### src/rtl/cmp_alarm_monitor_if.sv
// Bus between the comparator front end and the alarm monitor: qualified
// comparator flags in, debounced alarm status out.
`timescale 1ns/1ps
interface cmp_alarm_monitor_if #(
  parameter int CNT_W = 8
);
  logic             sample_valid;
  logic             less;
  logic             equal;
  logic             greater;
  logic             alarm;
  logic             alarm_rise;
  logic             alarm_fall;
  logic [CNT_W-1:0] alarm_count;
  logic             flag_error;

  // Producer of comparator samples, consumer of alarm status.
  modport master (
    output sample_valid, less, equal, greater,
    input  alarm, alarm_rise, alarm_fall, alarm_count, flag_error
  );

  // The monitor itself.
  modport slave (
    input  sample_valid, less, equal, greater,
    output alarm, alarm_rise, alarm_fall, alarm_count, flag_error
  );
endinterface

### src/rtl/cmp_alarm_monitor.sv
// Debounced over-threshold alarm driven by a magnitude comparator's
// less/equal/greater flags. Raises after SET_COUNT consecutive 'greater'
// samples, drops after CLR_COUNT consecutive 'less' samples, counts alarm
// entries (saturating) and flags malformed comparator outputs.
`timescale 1ns/1ps
module cmp_alarm_monitor #(
  parameter int SET_COUNT = 3,
  parameter int CLR_COUNT = 3,
  parameter int CNT_W     = 8
) (
  input  logic               clk,
  input  logic               reset,
  cmp_alarm_monitor_if.slave bus
);

  typedef enum logic [1:0] {
    NORMAL   = 2'd0,
    ARMING   = 2'd1,
    ALARM    = 2'd2,
    CLEARING = 2'd3
  } state_t;

  localparam logic [3:0] SET_N = 4'(SET_COUNT);
  localparam logic [3:0] CLR_N = 4'(CLR_COUNT);

  state_t           r_state;
  logic [3:0]       r_run;
  logic             r_alarm;
  logic             r_rise;
  logic             r_fall;
  logic [CNT_W-1:0] r_count;
  logic             r_flag_error;

  state_t     w_state_nxt;
  logic [3:0] w_run_nxt;
  logic [3:0] w_run_inc;
  logic [2:0] w_flags;
  logic       w_onehot;
  logic       w_accept;
  logic       w_bad;
  logic       w_enter_alarm;
  logic       w_leave_alarm;

  // Classify the incoming sample: accepted (one-hot) or malformed.
  always_comb begin
    w_flags  = {bus.less, bus.equal, bus.greater};
    w_onehot = (w_flags == 3'b001) || (w_flags == 3'b010) || (w_flags == 3'b100);
    w_accept = bus.sample_valid & w_onehot;
    w_bad    = bus.sample_valid & ~w_onehot;
  end

  // State and run counter register; a reset discards any streak in progress.
  always_ff @(posedge clk or posedge reset) begin
    if (reset) begin
      r_state <= NORMAL;
      r_run   <= 4'd0;
    end else begin
      // NOTE: state is updated with <= so every register samples the same pre-edge values.
      r_state <= w_state_nxt;
      r_run   <= w_run_nxt;
    end
  end

  // Next-state logic: streak counting only advances on accepted samples.
  always_comb begin
    // NOTE: every output of this block gets a default first, so no path can infer a latch.
    w_state_nxt   = r_state;
    w_run_nxt     = r_run;
    w_enter_alarm = 1'b0;
    w_leave_alarm = 1'b0;
    w_run_inc     = r_run + 4'd1;
    if (w_accept) begin
      case (r_state)
        NORMAL: begin
          if (bus.greater) begin
            if (SET_N == 4'd1) begin
              w_state_nxt   = ALARM;
              w_run_nxt     = 4'd0;
              w_enter_alarm = 1'b1;
            end else begin
              w_state_nxt = ARMING;
              w_run_nxt   = 4'd1;
            end
          end
        end
        ARMING: begin
          if (bus.greater) begin
            if (w_run_inc == SET_N) begin
              w_state_nxt   = ALARM;
              w_run_nxt     = 4'd0;
              w_enter_alarm = 1'b1;
            end else begin
              w_run_nxt = w_run_inc;
            end
          end else begin
            w_state_nxt = NORMAL;
            w_run_nxt   = 4'd0;
          end
        end
        ALARM: begin
          if (bus.less) begin
            if (CLR_N == 4'd1) begin
              w_state_nxt   = NORMAL;
              w_run_nxt     = 4'd0;
              w_leave_alarm = 1'b1;
            end else begin
              w_state_nxt = CLEARING;
              w_run_nxt   = 4'd1;
            end
          end
        end
        CLEARING: begin
          if (bus.less) begin
            if (w_run_inc == CLR_N) begin
              w_state_nxt   = NORMAL;
              w_run_nxt     = 4'd0;
              w_leave_alarm = 1'b1;
            end else begin
              w_run_nxt = w_run_inc;
            end
          end else begin
            // Streak of 'less' broken: back to full alarm, no new entry counted.
            w_state_nxt = ALARM;
            w_run_nxt   = 4'd0;
          end
        end
        default: begin
          w_state_nxt = NORMAL;
          w_run_nxt   = 4'd0;
        end
      endcase
    end
  end

  // Registered outputs: alarm level, edge pulses, entry counter, sticky error.
  always_ff @(posedge clk or posedge reset) begin
    // NOTE: the asynchronous reset clears every output register, so status is defined before the first clock.
    if (reset) begin
      r_alarm      <= 1'b0;
      r_rise       <= 1'b0;
      r_fall       <= 1'b0;
      r_count      <= '0;
      r_flag_error <= 1'b0;
    end else begin
      r_alarm <= (w_state_nxt == ALARM) || (w_state_nxt == CLEARING);
      r_rise  <= w_enter_alarm;
      r_fall  <= w_leave_alarm;
      if (w_enter_alarm && (r_count != {CNT_W{1'b1}})) begin
        r_count <= r_count + 1'b1;
      end
      if (w_bad) begin
        r_flag_error <= 1'b1;
      end
    end
  end

  assign bus.alarm       = r_alarm;
  assign bus.alarm_rise  = r_rise;
  assign bus.alarm_fall  = r_fall;
  assign bus.alarm_count = r_count;
  assign bus.flag_error  = r_flag_error;

endmodule

### src/flat_wrapper.sv
// flat-port wrapper written by rule: the top's interface ports become plain ports
module cmp_alarm_monitor_flat 
#(
  parameter int SET_COUNT = 3,
  parameter int CLR_COUNT = 3,
  parameter int CNT_W     = 8
)
  (clk, reset, bus_sample_valid, bus_less, bus_equal, bus_greater, bus_alarm, bus_alarm_rise, bus_alarm_fall, bus_alarm_count, bus_flag_error);
  cmp_alarm_monitor_if #(.CNT_W(CNT_W)) bus_i ();
  input  logic clk;
  input  logic reset;
  input wire logic [$bits(bus_i.sample_valid)-1:0] bus_sample_valid;
  input wire logic [$bits(bus_i.less)-1:0] bus_less;
  input wire logic [$bits(bus_i.equal)-1:0] bus_equal;
  input wire logic [$bits(bus_i.greater)-1:0] bus_greater;
  output wire logic [$bits(bus_i.alarm)-1:0] bus_alarm;
  output wire logic [$bits(bus_i.alarm_rise)-1:0] bus_alarm_rise;
  output wire logic [$bits(bus_i.alarm_fall)-1:0] bus_alarm_fall;
  output wire logic [$bits(bus_i.alarm_count)-1:0] bus_alarm_count;
  output wire logic [$bits(bus_i.flag_error)-1:0] bus_flag_error;
  assign bus_i.sample_valid = bus_sample_valid;
  assign bus_i.less = bus_less;
  assign bus_i.equal = bus_equal;
  assign bus_i.greater = bus_greater;
  assign bus_alarm = bus_i.alarm;
  assign bus_alarm_rise = bus_i.alarm_rise;
  assign bus_alarm_fall = bus_i.alarm_fall;
  assign bus_alarm_count = bus_i.alarm_count;
  assign bus_flag_error = bus_i.flag_error;
  cmp_alarm_monitor #(.SET_COUNT(SET_COUNT), .CLR_COUNT(CLR_COUNT), .CNT_W(CNT_W)) u_core (.clk(clk), .reset(reset), .bus(bus_i));
endmodule
### config.mk
export PLATFORM = sky130hd
export DESIGN_NAME = cmp_alarm_monitor_flat
export DESIGN_NICKNAME = d
export VERILOG_FILES = /design/src/rtl/cmp_alarm_monitor_if.sv /design/src/rtl/cmp_alarm_monitor.sv /design/src/flat_wrapper.sv
export SDC_FILE = /design/constraint.sdc
export NUM_CORES = 1
export LEC_CHECK = 0
export CORE_MARGIN = 2
export CORE_UTILIZATION = 51
export DETAILED_ROUTE_END_ITERATION = 7
export GPL_TIMING_DRIVEN = 0
export PLACE_DENSITY = 0.74
export SETUP_SLACK_MARGIN = 0.2
export SYNTH_ARGS = -nofsm -noshare
export SYNTH_HDL_FRONTEND = slang
export SYNTH_SLANG_ARGS = --single-unit
### constraint.sdc
create_clock -name clk -period 2.2 [get_ports clk]
set_input_delay 0.55 -clock clk [delete_from_list [all_inputs] [get_ports clk]]
set_output_delay 0.55 -clock clk [all_outputs]
set_load 0.03 [all_outputs]
# --- Word level (Yosys, flattened, before mapping) ---
# Cells that the tools add are included.
op_classes:
  addsub: 2
  eq_ne: 12
  mux: 21
  n_bitwise: 3
  reduce_logical: 6
op_table:
  columns: ["cell", "count"]
  rows:
  - ["2-to-1 mux 4 bit", 5]
  - ["one-hot mux 4 bit (4 select lines)", 1]
  - ["2-to-1 mux 2 bit", 7]
  - ["adder 8 x 1 -> 8 bit (second input constant)", 1]
  - ["equality test 2 bit (second input constant)", 4]
  - ["inequality test 8 bit (second input constant)", 1]
  - ["one-hot mux 2 bit (4 select lines)", 1]
  - ["2-to-1 mux 1 bit", 7]
  - ["adder 4 x 1 -> 4 bit (second input constant)", 1]
  - ["equality test 4 x 2 -> 1 bit (second input constant)", 1]
  - ["inequality test 2 bit (second input constant)", 2]
  - ["equality test 3 x 1 -> 1 bit (second input constant)", 1]
  - ["equality test 3 x 2 -> 1 bit (second input constant)", 1]
  - ["equality test 3 bit (second input constant)", 1]
  - ["logical OR 1 bit", 3]
  - ["AND reduction 3 bit", 1]
  - ["AND 1 bit", 2]
  - ["equality test 2 x 1 -> 1 bit (second input constant)", 1]
  - ["zero test 2 bit", 1]
  - ["logical AND 1 bit", 1]
  - ["inverter 1 bit", 1]
totals:
  regBits: 18
  in_bits: 6
  output_inout_bits: 12
  word_cells: 51

# --- Longest topological paths before layout ---
# Gate-level depths: netlist (run 1).
depth:
  depth_word: 8
  ltp_mapped: 7
  ltp_nobuf: 7

# --- Worst setup path before layout (run 1) ---
# OpenSTA, ideal clock, no wires.
synth_path:
  kind: "input to register"
  startpoint: "input port bus_less"
  endpoint: "register u_core.r_count[1] (netlist: u_core.bus.alarm_count[1])"
  setup_time_ps: 125
  t_arrival_ps: 1863
  required_ps: 2075
  path_slack_ps: 212
  stages: 6
  n_path_buf: 1
  path_cell_list: "buf_6 > o21ai_1 > o211ai_2 > nor4b_4 > and2_4 > mux2_4"
synth_between:
  elab_chain_cells: 6
  elab_cells_between_ends: 8
  classes_between: "3 x eq/ne; 1 x mux; 1 x bitwise; 3 x reduce/logical"
synth_lines:
  columns: ["item", "line", "rtl"]
  rows:
  - ["start: declaration", "flat_wrapper.sv:13", "input wire logic [$bits(bus_i.less)-1:0] bus_less;"]
  - ["equality test 3 x 1 -> 1 bit / equality test 3 x 2 -> 1 bit (equally long branches)", "cmp_alarm_monitor.sv:47", "w_onehot = (w_flags == 3'b001) || (w_flags == 3'b010) || (w_flags == 3'b100);"]
  - ["logical OR 1 bit", "cmp_alarm_monitor.sv:47", null]
  - ["logical OR 1 bit *", "cmp_alarm_monitor.sv:47", null]
  - ["AND 1 bit *", "cmp_alarm_monitor.sv:48", "w_accept = bus.sample_valid & w_onehot;"]
  - ["2-to-1 mux 1 bit *", "cmp_alarm_monitor.sv:72", "if (w_accept) begin"]
  - ["logical AND 1 bit *", "cmp_alarm_monitor.sv:148", "if (w_enter_alarm && (r_count != {CNT_W{1'b1}})) begin"]
  - ["end signal: assignment", "cmp_alarm_monitor.sv:149", "r_count <= r_count + 1'b1;"]
  - ["end: declaration", "cmp_alarm_monitor.sv:31", "logic [CNT_W-1:0] r_count;"]
# Mark *: on every way between the ends. The rest lies on a longest branch, timed or not.
# A chain may end at the register's enable or synchronous reset.

# --- Final worst setup path (run 1) ---
layout_path:
  startpoint: "register u_core.r_count[4] (netlist: u_core.bus.alarm_count[4])"
  endpoint: "output port bus_alarm_count[4]"
layout_lines:
  columns: ["item", "line", "rtl"]
  rows:
  - ["end: declaration", "flat_wrapper.sv:19", "output wire logic [$bits(bus_i.alarm_count)-1:0] bus_alarm_count;"]
# No word-level cell between the ends.

==> results of run 1 <==
area by class of cell:
class,instances,area (um2)
sequential,18,450
tap,27,33.8
fill,183,619
multi-input combinational,71,586
clock buffer,4,36.3
buffer,5,38.8
timing repair buffer,19,190
inverter,2,7.51
cell families after synthesis:
| group | share of synthesized area, % |
|---|---|
| compound gates | 15.2 |
| xor+xnor | 9.10 |
| fa+ha+maj | 3.55 |
| buf+inv | 3.66 |
| flops | 42.6 |
| mux | 2.36 |
| simple gates | 23.5 |
sequential cells by signal, summed over array words and instances (netlist names):
register	flops
u_core.bus.alarm	1
u_core.bus.alarm_count	8
u_core.bus.alarm_fall	1
u_core.bus.alarm_rise	1
u_core.bus.flag_error	1
u_core.r_run	4
u_core.r_state	2
synth_stat cells (2+ instances only):
| library cell | instances | area [um2] |
|---|---|---|
| xor2_1 | 4 | 35.0 |
| dfrtp_1 | 18 | 450 |
| and3_1 | 2 | 12.5 |
| nor2_1 | 4 | 15.0 |
| clkbuf_1 | 2 | 7.51 |
| and4_1 | 4 | 35.0 |
| a21oi_1 | 2 | 10.0 |
| xnor2_1 | 7 | 61.3 |
| ha_1 | 3 | 37.5 |
| a31oi_1 | 3 | 18.8 |
| inv_1 | 2 | 7.51 |
| nand2b_1 | 3 | 18.8 |
| o31ai_1 | 4 | 30.0 |
| nand4_1 | 2 | 12.5 |
| o21ai_0 | 3 | 15.0 |
| nand2_1 | 3 | 11.3 |
| nand3_1 | 5 | 25.0 |
worst register-to-register path, delay by kind of cell (launching register included):
kind	cells	cell delay [ns]
muxes	1	0.29
buffers and inverters	1	0.10
and+or+nand+nor	2	0.36
adders and majority gates	1	0.22
AOI/OAI and AO/OA	1	0.40
DFF	1	0.45
power breakdown:
part           internal [mW]  switching, mW
sequential             0.358         0.0322
combinational         0.0885          0.125
clock                  0.101          0.102
routing by layer:
metal / track usage [%] / vias to the layer above / share of wire (%)
li1: - / 402 / -
met1: 26.7 / 376 / 48
met2: 30.2 / 21 / 47
met3: 3.64 / 4 / 4.0
met4: 6.94 / 0 / 0.95
met5: 0 / - / 0
timing repair:
item	4_1_cts	5_1_grt
setup endpoints to repair	15	15
hold buffers	0	0
resized for setup	8	10
pin swaps	3	5
setup buffers	1	2
how the worst max path moves through the flow:
stage               slack [ns]                       from  depth (start not counted)                        end
CTS                       0.18            u_core.r_run[1]                          6  u_core.bus.alarm_count[1]
floorplan                 0.21                   bus_less                          6  u_core.bus.alarm_count[1]
global placement         -0.35                  bus_equal                          6  u_core.bus.alarm_count[1]
finish                    0.25  u_core.bus.alarm_count[4]                          1         bus_alarm_count[4]
detailed placement       -0.34                  bus_equal                          6  u_core.bus.alarm_count[1]
global route              0.13            u_core.r_run[0]                          6  u_core.bus.alarm_count[1]
==> flow_metrics.tcl, run 1 <==
set metrics [dict create \
    regToRegStartpoint "u_core.r_run[0]" \
    first_pass_grt_wire_length_mm 3.68 \
    placed_cells 139 \
    ratio_of_cells_with_drive_above_1_in_the_final_layout_pct 20.2 \
    globalRouteTotalUtil_pct 19.3 \
    worst-slew-pin-transition_ns 0.675 \
    hpwlAfterDp_mm 1.39 \
    total_power_mw 0.807 \
    final_antenna_net_count 0 \
    final-max-slew-violation-count 0 \
    dieHeight_um 49.6 \
    grt-ovfl-total 0 \
    final_design_area_no_fill_um2 1340 \
    maxCapViolations 0 \
    via_count_of_the_first_global_routing_pass 819 \
    placement.setup.worst_slack_ns -0.343 \
    setup_viol 0 \
    crit_arrival_ns 1.40 \
    worstPathMaxFanout 4 \
    floorplan.io_pins 18 \
    layout.core_utilization_pct 68.4 \
    mappedNetlistNets 105 \
    holdCritStartpoint "u_core.bus.flag_error" \
    worst-setup-path-type "reg2out" \
    synth_cell_types 42 \
    worst_slack_ns 0.255 \
    finalWorstPathRequiredPeriod_ns 1.95 \
    cts.path.max_buffers 2 \
    drc_errors 0 \
    area_growth_pct 26.8 \
    finalWeightedCongestion 0.809 \
    tritoncts "built" \
    num_rows 16 \
    detail_route.iter0.violations 15 \
    detailed_route_via_count 803 \
    mean_post_synth_cell_area_um2 11.0 \
    initial_utilization_pct 54.0 \
    fin_worst_hold_slack_ns 0.468 \
    cts-htree-levels 1 \
    outcome "complete, no violations" \
    finish.net_count 129 \
    clock.fmax_ghz 0.514 \
    sinks_on_clock_net 18 \
    holdPathEnd "u_core.bus.flag_error" \
    asyncSetResetFlopFracSynth_pct 100 \
    timing.critical_path.cells "clkdlybuf4s50_1" \
    r2r_endpoint "u_core.bus.alarm_count[1]" \
    reg2reg_depth 6 \
    grt_antenna_before_repair 0 \
    netlist_instances 96 \
    r2r_setup_slack_ns 0.29 \
    kind_of_start_point_of_the_critical_path "flop" \
    worst_setup_path_end_kind "output pin" \
    critical_path.n_buffers_inverters 1 \
    finalSetupTns_ns 0 \
    die-width_um 49.6 \
    power.ir.vdd_worst_uv 436 \
    share_of_the_cycle_needed_by_the_critical_path_after_routing_pct 88.4 \
    final.setup_skew_ns 0.00770 \
    critical-path-slowest-cell "clkdlybuf4s50_1" \
    wire_per_inst_um 14.3 \
    layout_commonest_cell "dfrtp_1" \
    grt_max_degree 19 \
    number_of_optimization_iterations_in_the_first_detailed_route_pass 5 \
    number_of_synthesized_flops_with_an_enable_pin 0 \
    postSynthRegisterBits 18 \
    clkSlewWorstSetupHoldPaths_ns 0.11 \
    crit_family "buffers and inverters" \
    critPathRequiredTime_ns 1.65 \
    worstHoldPathCells 1 \
    worst_hold_path_type "reg2reg" \
    power_density_nw_per_um2 601 \
    design.core.area_um2 1960 \
    placed_cell_area_um2 1250 \
    post_synthesis_cell_area_um2 1060 \
    clk_latency_ns 0.29 \
    cts_inserted_buffers 3 \
    place.port_buffers 16 \
    worst_path_largest_cell_delay_ns 0.69 \
    rsz0062_at_grt "yes" \
    sequential_share_of_the_synthesized_area_pct 42.6 \
    finalHoldViolations 0 \
    clock_tree.root_cell "clkbuf_4" \
    synth_flop_cell "dfrtp_1" \
    power.leakage_nw 0.681 \
    slew-limit-headroom_pct 55.0 \
    die-area_um2 2460 \
    finalWirelength_mm 2.10 \
    yosysWarnings 0 \
    detail_route.vias_per_cell 5.50 \
    post_layout_nonfiller_instances 146 \
    layout.cells.most_common_list "dfrtp_1, xnor2_1, clkdlybuf4s50_1" \
    antenna-diode-count 0 \
]
(Power assumes the default switching activity.)
==> run 2, diff against run 1 <==
--- a/config.mk
+++ b/config.mk
@@ -11,6 +11,7 @@
 export GPL_TIMING_DRIVEN = 0
 export PLACE_DENSITY = 0.74
 export SETUP_SLACK_MARGIN = 0.2
+export SKIP_LAST_GASP = 1
 export SYNTH_ARGS = -nofsm -noshare
 export SYNTH_HDL_FRONTEND = slang
 export SYNTH_SLANG_ARGS = --single-unit
==> results of run 2 <==
No change in the layout: final DEF, timing and power equal those of run 1.
